--- config.mk ---
export PLATFORM = sky130hd
export DESIGN_NAME = fifo_wconv
export DESIGN_NICKNAME = d
export VERILOG_FILES = /design/src/rtl/fifo_wconv.sv
export SDC_FILE = /design/constraint.sdc
export NUM_CORES = 1
export LEC_CHECK = 0
export ABC_CLOCK_PERIOD_IN_PS = 3900
export CORE_MARGIN = 10
export CORE_UTILIZATION = 30
export CTS_CLUSTER_DIAMETER = 200
export DETAILED_ROUTE_END_ITERATION = 12
export SLEW_MARGIN = 20
export SYNTH_ARGS = -nofsm -noshare
export SYNTH_HDL_FRONTEND = slang
export SYNTH_SLANG_ARGS = --single-unit
--- constraint.sdc ---
create_clock -name clk -period 3.9 [get_ports clk]
set_clock_uncertainty 0.2 [all_clocks]
set_input_delay 0.975 -clock clk [delete_from_list [all_inputs] [get_ports clk]]
set_output_delay 0.975 -clock clk [all_outputs]
set_load 0.01 [all_outputs]
--- src/rtl/fifo_wconv.sv ---
// rtl/fifo_wconv.sv - width-converting bit-stream FIFO (W_IN-bit words in, W_OUT-bit chunks out)
//
// Ports:
//   clk, rst_n            rising-edge clock, asynchronous active-low reset
//   w_en, data_w          write request and word (bit 0 leaves first)
//   r_en                  read request
//   data_r, r_valid       registered read chunk (bit 0 oldest) and its valid strobe
//   level                 number of stored bits
//   full, empty           no room for a word / no complete chunk
//   half_full             level >= CAP/2
//   almost_full           level >= AF_THRESH
//   overflow, underflow   one-cycle pulses for rejected write / rejected read
module fifo_wconv #(
    parameter int W_IN      = 8,
    parameter int W_OUT     = 3,
    parameter int DEPTH     = 16,
    parameter int AF_THRESH = 96,
    localparam int CAP      = W_IN * DEPTH,
    localparam int LW       = $clog2(CAP + 1)
) (
    input  logic             clk,
    input  logic             rst_n,
    input  logic             w_en,
    input  logic [W_IN-1:0]  data_w,
    input  logic             r_en,
    output logic [W_OUT-1:0] data_r,
    output logic             r_valid,
    output logic [LW-1:0]    level,
    output logic             full,
    output logic             empty,
    output logic             half_full,
    output logic             almost_full,
    output logic             overflow,
    output logic             underflow
);
    // Bit-pointer width; one extra bit is kept while adding so the wrap
    // can be done by subtracting CAP (CAP need not be a power of two).
    localparam int PW = $clog2(CAP);

    localparam logic [PW:0]   CAP_P   = (PW+1)'(CAP);
    localparam logic [PW:0]   W_IN_P  = (PW+1)'(W_IN);
    localparam logic [PW:0]   W_OUT_P = (PW+1)'(W_OUT);
    localparam logic [LW:0]   W_IN_L  = (LW+1)'(W_IN);
    localparam logic [LW:0]   W_OUT_L = (LW+1)'(W_OUT);
    localparam logic [LW-1:0] FULL_GT = LW'(CAP - W_IN);
    localparam logic [LW-1:0] CHUNK_B = LW'(W_OUT);
    localparam logic [LW-1:0] HALF_B  = LW'(CAP / 2);
    localparam logic [LW-1:0] AF_B    = LW'(AF_THRESH);

    logic [CAP-1:0]   mem_q;
    logic [PW-1:0]    wptr_q, wptr_d;
    logic [PW-1:0]    rptr_q, rptr_d;
    logic [LW-1:0]    level_q, level_d;
    logic [W_OUT-1:0] data_r_q, chunk;
    logic             r_valid_q, overflow_q, underflow_q;
    logic             w_acc, r_acc;

    // Advance a bit pointer by step (< CAP) modulo CAP.
    function automatic logic [PW-1:0] adv(input logic [PW-1:0] p, input logic [PW:0] step);
        logic [PW:0] s;
        s = {1'b0, p} + step;
        if (s >= CAP_P) begin
            s = s - CAP_P;
        end
        return s[PW-1:0];
    endfunction

    assign full        = level_q > FULL_GT;
    assign empty       = level_q < CHUNK_B;
    assign half_full   = level_q >= HALF_B;
    assign almost_full = level_q >= AF_B;

    // Both sides are judged against the pre-edge level, so a write at full
    // stays rejected even when a read frees space in the same cycle.
    assign w_acc = w_en && !full;
    assign r_acc = r_en && !empty;

    always_comb begin
        wptr_d  = w_acc ? adv(wptr_q, W_IN_P) : wptr_q;
        rptr_d  = r_acc ? adv(rptr_q, W_OUT_P) : rptr_q;
        level_d = LW'({1'b0, level_q} + (w_acc ? W_IN_L : '0) - (r_acc ? W_OUT_L : '0));
        chunk   = '0;
        // A chunk may straddle entries and the end of the buffer.
        for (int i = 0; i < W_OUT; i++) begin
            chunk[i] = mem_q[adv(rptr_q, (PW+1)'(i))];
        end
    end

    // Storage is deliberately not reset; level/pointers define what is valid.
    always_ff @(posedge clk) begin
        if (w_acc) begin
            mem_q[wptr_q +: W_IN] <= data_w;
        end
    end

    always_ff @(posedge clk or negedge rst_n) begin
        if (!rst_n) begin
            wptr_q      <= '0;
            rptr_q      <= '0;
            level_q     <= '0;
            data_r_q    <= '0;
            r_valid_q   <= 1'b0;
            overflow_q  <= 1'b0;
            underflow_q <= 1'b0;
        end else begin
            wptr_q      <= wptr_d;
            rptr_q      <= rptr_d;
            level_q     <= level_d;
            r_valid_q   <= r_acc;
            overflow_q  <= w_en && full;
            underflow_q <= r_en && empty;
            if (r_acc) begin
                data_r_q <= chunk;
            end
        end
    end

    assign data_r    = data_r_q;
    assign r_valid   = r_valid_q;
    assign level     = level_q;
    assign overflow  = overflow_q;
    assign underflow = underflow_q;
endmodule

==> Flow_metrics.wiki <==
{| class="wikitable"
! Metric !! Value
|-
| Worst Path Required || approximately 2.7 ns
|-
| Kind of start point of the critical path || register
|-
| Worst Reg-to-Reg Cells || 9
|-
| Outcome || complete, no violations
|-
| Area of placed instances || 10900 um2
|-
| Starting utilization of the core area || 30.4%
|-
| Slew at the pin closest to its max-slew limit || 0.973 ns
|-
| Number of nets in the finished design || 869
|-
| Cell internal power dissipation || just under 0.006 W
|-
| Worst reg2reg startpoint || rptr_q[1]
|-
| Remaining DRCs || 0
|-
| Design area || ~12000 um2
|-
| Vias in the first global route || 6975
|-
| Pwr per Cell Area || 887 nW/um2
|-
| Reported net switching power || about 0.0044 W
|-
| Top flip-flop cell by instance count after synthesis || sky130_fd_sc_hd__edfxtp_1
|-
| Sum of negative setup slack || 0 ns
|-
| Total global routing overflow || 0
|-
| Number of distinct library cell variants in the gate-level netlist after synthesis || 64
|-
| Max H-tree Level || 4
|-
| Clock latency reported for the late side of the worst-skew pair || approximately 0.44 ns
|-
| Signed area change from the synthesized netlist to the final layout || 13.1%
|-
| Clock tree from TritonCTS || done
|-
| Maximum number of pins on one net before global-route repair || 62
|-
| Total GRT Usage || 13.9%
|-
| Hold Path Class || register to register
|-
| Clock-pin transition on the worst setup and hold timing paths || roughly 0.06 ns
|-
| Share of total power consumed by net switching || 43.3%
|-
| Arrival time reported for the critical path endpoint || ~2.2 ns
|-
| First-pass DRT Iterations || 6
|-
| VDD IR-drop max || just over 0.0004 V
|-
| First-pass GRT wire length || 44.1 mm
|-
| Core Box Area || 33600 um2
|-
| Global placement routability congestion || 0.956
|-
| Sequential group share of total power || 22.9%
|-
| DIE WIDTH || 205 um
|-
| Fraction of registers with async set or reset after synthesis || between 10% and 20%
|-
| Share of synthesized cell area in full adder, half adder and majority cells || between 3 and 4%
|-
| Number of gates resized after CTS || 0
|-
| Detail Placement HPWL || about 21 mm
|-
| Post-Synthesis Cell Area || 10200 um2
|-
| Core occupancy in the finished layout || 34.4%
|-
| EDFF count, synth || 128
|-
| Endpoints failing hold || 0
|-
| Final Max Tran Viols || 0
|-
| Comb power frac || 59.2%
|-
| Compound-Gate Fraction of Synth Area || 6.06%
|-
| ANT nets after route || 0
|-
| Crit path capture type || primary output
|-
| Number of instances in the synthesized netlist || 804
|-
| Rel. slew slack || 34.9%
|-
| Post-synthesis xor/xnor area fraction || 2.90%
|-
| Final period utilization || around 87%
|-
| Number of placement rows || 67
|-
| Register area share after synthesis || 43.7%
|-
| Max FO, Critical Path || 6
|-
| Routed wire length || 28.7 mm
|-
| Proportion of synthesized area in mux cells || about a quarter
|-
| Dominant combinational cell family by area after synthesis || multiplexers
|-
| Source of the critical timing path || level[5]
|-
| CTS buffer count || 17
|-
| Share of power burned in the clock network || roughly 18%
|-
| Antenna diode count || 0
|-
| Number of vias after detailed routing || 7199
|-
| Mapped Nets || 842
|-
| Antenna violations before repair || 0
|-
| Postcts setup bufs || 0
|-
| CP Class || register to primary output
|-
| Max frequency || between 200 and 300 MHz
|-
| Clk buf depth || 2
|-
| Hold wc startpoint || data_r[0]
|-
| Final setup violation count || 0
|-
| Number of sinks on the clock net || 153
|-
| Worst hold stages || 2
|-
| Die Y || between 200 and 250 um
|-
| Hold-fix buffers at CTS || 0
|-
| Wire length per cell after detailed routing || 22.2 um
|-
| RSZ-0062 raised after global routing || false
|-
| Post-synthesis share of cell area spent on and, or, nand and nor gates || 14.6%
|-
| Mapped Avg Cell Area || 12.7 um2
|-
| Fraction of layout instances using a drive strength above 1 || 16.4%
|-
| Number of warning messages in the yosys log || 0
|-
| Quantity of I/O buffers inserted on ports || 29
|-
| Number of design-rule violations left by the first detailed-router iteration || 769
|-
| Number of flip-flops and latches in the synthesized netlist || 153
|-
| Die area || 41900 um2
|-
| Leakage || slightly above 4 nW
|-
| Master cell of the clock root buffer || sky130_fd_sc_hd__clkbuf_16
|-
| Maximum capacitance violations || 0
|-
| Number of vias per cell after detailed routing || 5.57
|-
| Number of top-level pins || 30
|-
| Min Clock Period, post-route || 3.38 ns
|}
## critical path: stages (launching register included)
cell and delay [ns]:
sky130_fd_sc_hd__dfrtp_1 0.43, sky130_fd_sc_hd__inv_1 0.13, sky130_fd_sc_hd__ha_1 0.20, sky130_fd_sc_hd__inv_1 0.04, sky130_fd_sc_hd__o21ai_0 0.07, sky130_fd_sc_hd__a21boi_0 0.29, sky130_fd_sc_hd__clkdlybuf4s50_1 0.60
## final cells by class
cell class	count	area (um2)
fillers	3253	22000
multi-input cells	572	5240
flip-flops and latches	153	4470
well taps	448	561
repair buffers	61	543
clock buffers	18	429
clock inverters	14	220
inverters	26	97.6
## worst paths after layout
check / end / slack (ns)
max: empty / 0.52
min: data_r[0] / 0.29
max reg2reg: data_r[2] / 0.60
min reg2reg: data_r[0] / 0.29
max in group asynchronous: data_r[1] / 1.88
min in group asynchronous: overflow / 0.87
## power groups by stage
stage / Sequential, W / Combinational [W] / Clock (W)
6_report: 0.00235 / 0.00607 / 0.00184
4_1_cts: 0.00235 / 0.00603 / 0.00186
3_5_place_dp: 0.00238 / 0.00601 / 0
3_3_place_gp: 0.00238 / 0.00598 / 0
5_1_grt: 0.00239 / 0.00650 / 0.00193
2_1_floorplan: 0.00225 / 0.00455 / 0
## sequential cells by signal, summed over array words and instances, names as in the netlist
signal	count
mem_q	128
level	8
rptr_q	7
wptr_q	4
data_r	3
overflow	1
r_valid	1
underflow	1
## per-stage QoR
stage	std cells	total power, W	worst slack (ns)	hold WS [ns]
4_1_cts	1292	0.0102	0.449	0.301
5_1_grt	1292	0.0108	0.346	0.327
2_1_floorplan	804	0.00680	0.452	0.312
3_5_place_dp	1260	0.00839	0.415	0.287
3_3_place_gp	1260	0.00835	0.477	0.280
6_report	1292	0.0103	0.524	0.290
## logic make-up after synthesis
logic type,after synthesis
DFF,153
AOI/OAI and AO/OA,86
adders and majority gates,26
and+or+nand+nor,302
buffers and inverters,79
xor gates and xnor gates,30
muxes,128
## placed cells by master (no fill, tap or decap), types with 5 or more instances in the layout
master,n
sky130_fd_sc_hd__nand4_1,7
sky130_fd_sc_hd__mux2i_1,37
sky130_fd_sc_hd__a22oi_1,10
sky130_fd_sc_hd__nor2_1,106
sky130_fd_sc_hd__o22ai_1,5
sky130_fd_sc_hd__nor2b_1,6
sky130_fd_sc_hd__inv_1,26
sky130_fd_sc_hd__or4_1,6
sky130_fd_sc_hd__o211ai_1,5
sky130_fd_sc_hd__xor2_1,10
sky130_fd_sc_hd__nor3_1,15
sky130_fd_sc_hd__edfxtp_1,128
sky130_fd_sc_hd__a21oi_1,10
sky130_fd_sc_hd__nand2b_1,5
sky130_fd_sc_hd__dfrtp_1,24
sky130_fd_sc_hd__a221oi_1,6
sky130_fd_sc_hd__bufinv_16,5
sky130_fd_sc_hd__nand2_1,48
sky130_fd_sc_hd__o21ai_0,16
sky130_fd_sc_hd__mux4_2,62
sky130_fd_sc_hd__and2_1,63
sky130_fd_sc_hd__a41oi_1,6
sky130_fd_sc_hd__xnor2_1,17
sky130_fd_sc_hd__nand3_1,22
sky130_fd_sc_hd__ha_1,23
sky130_fd_sc_hd__mux4_1,23
sky130_fd_sc_hd__buf_4,31
sky130_fd_sc_hd__nor4_1,8
sky130_fd_sc_hd__clkbuf_16,17
sky130_fd_sc_hd__clkdlybuf4s50_1,29
## synthesized netlist by cell type, drive strengths merged (8+ instances only)
cell type	instances	area, um2
buf	41	377
ha	25	313
mux2i	37	370
nor4	8	50.1
xnor2	20	209
clkbuf	12	45.0
nor2	106	398
inv	26	97.6
dfrtp	25	626
o21ai	16	80.1
a21oi	10	50.1
and2	64	400
a22oi	10	75.1
nand2	48	180
xor2	10	87.6
nand3	22	110
mux4	89	2100
nor3	15	75.1
edfxtp	128	3840
nand4	8	65.1
## routing by layer
layer | share of wire (%) | vias up | GRT usage (%)
li1 | - | 3163 | -
met1 | 43 | 3680 | 18.9
met2 | 47 | 324 | 22.0
met3 | 8.2 | 32 | 2.62
met4 | 1.6 | 0 | 3.99
met5 | 0 | - | 0
Note: power is estimated with default switching activity, not from simulation.
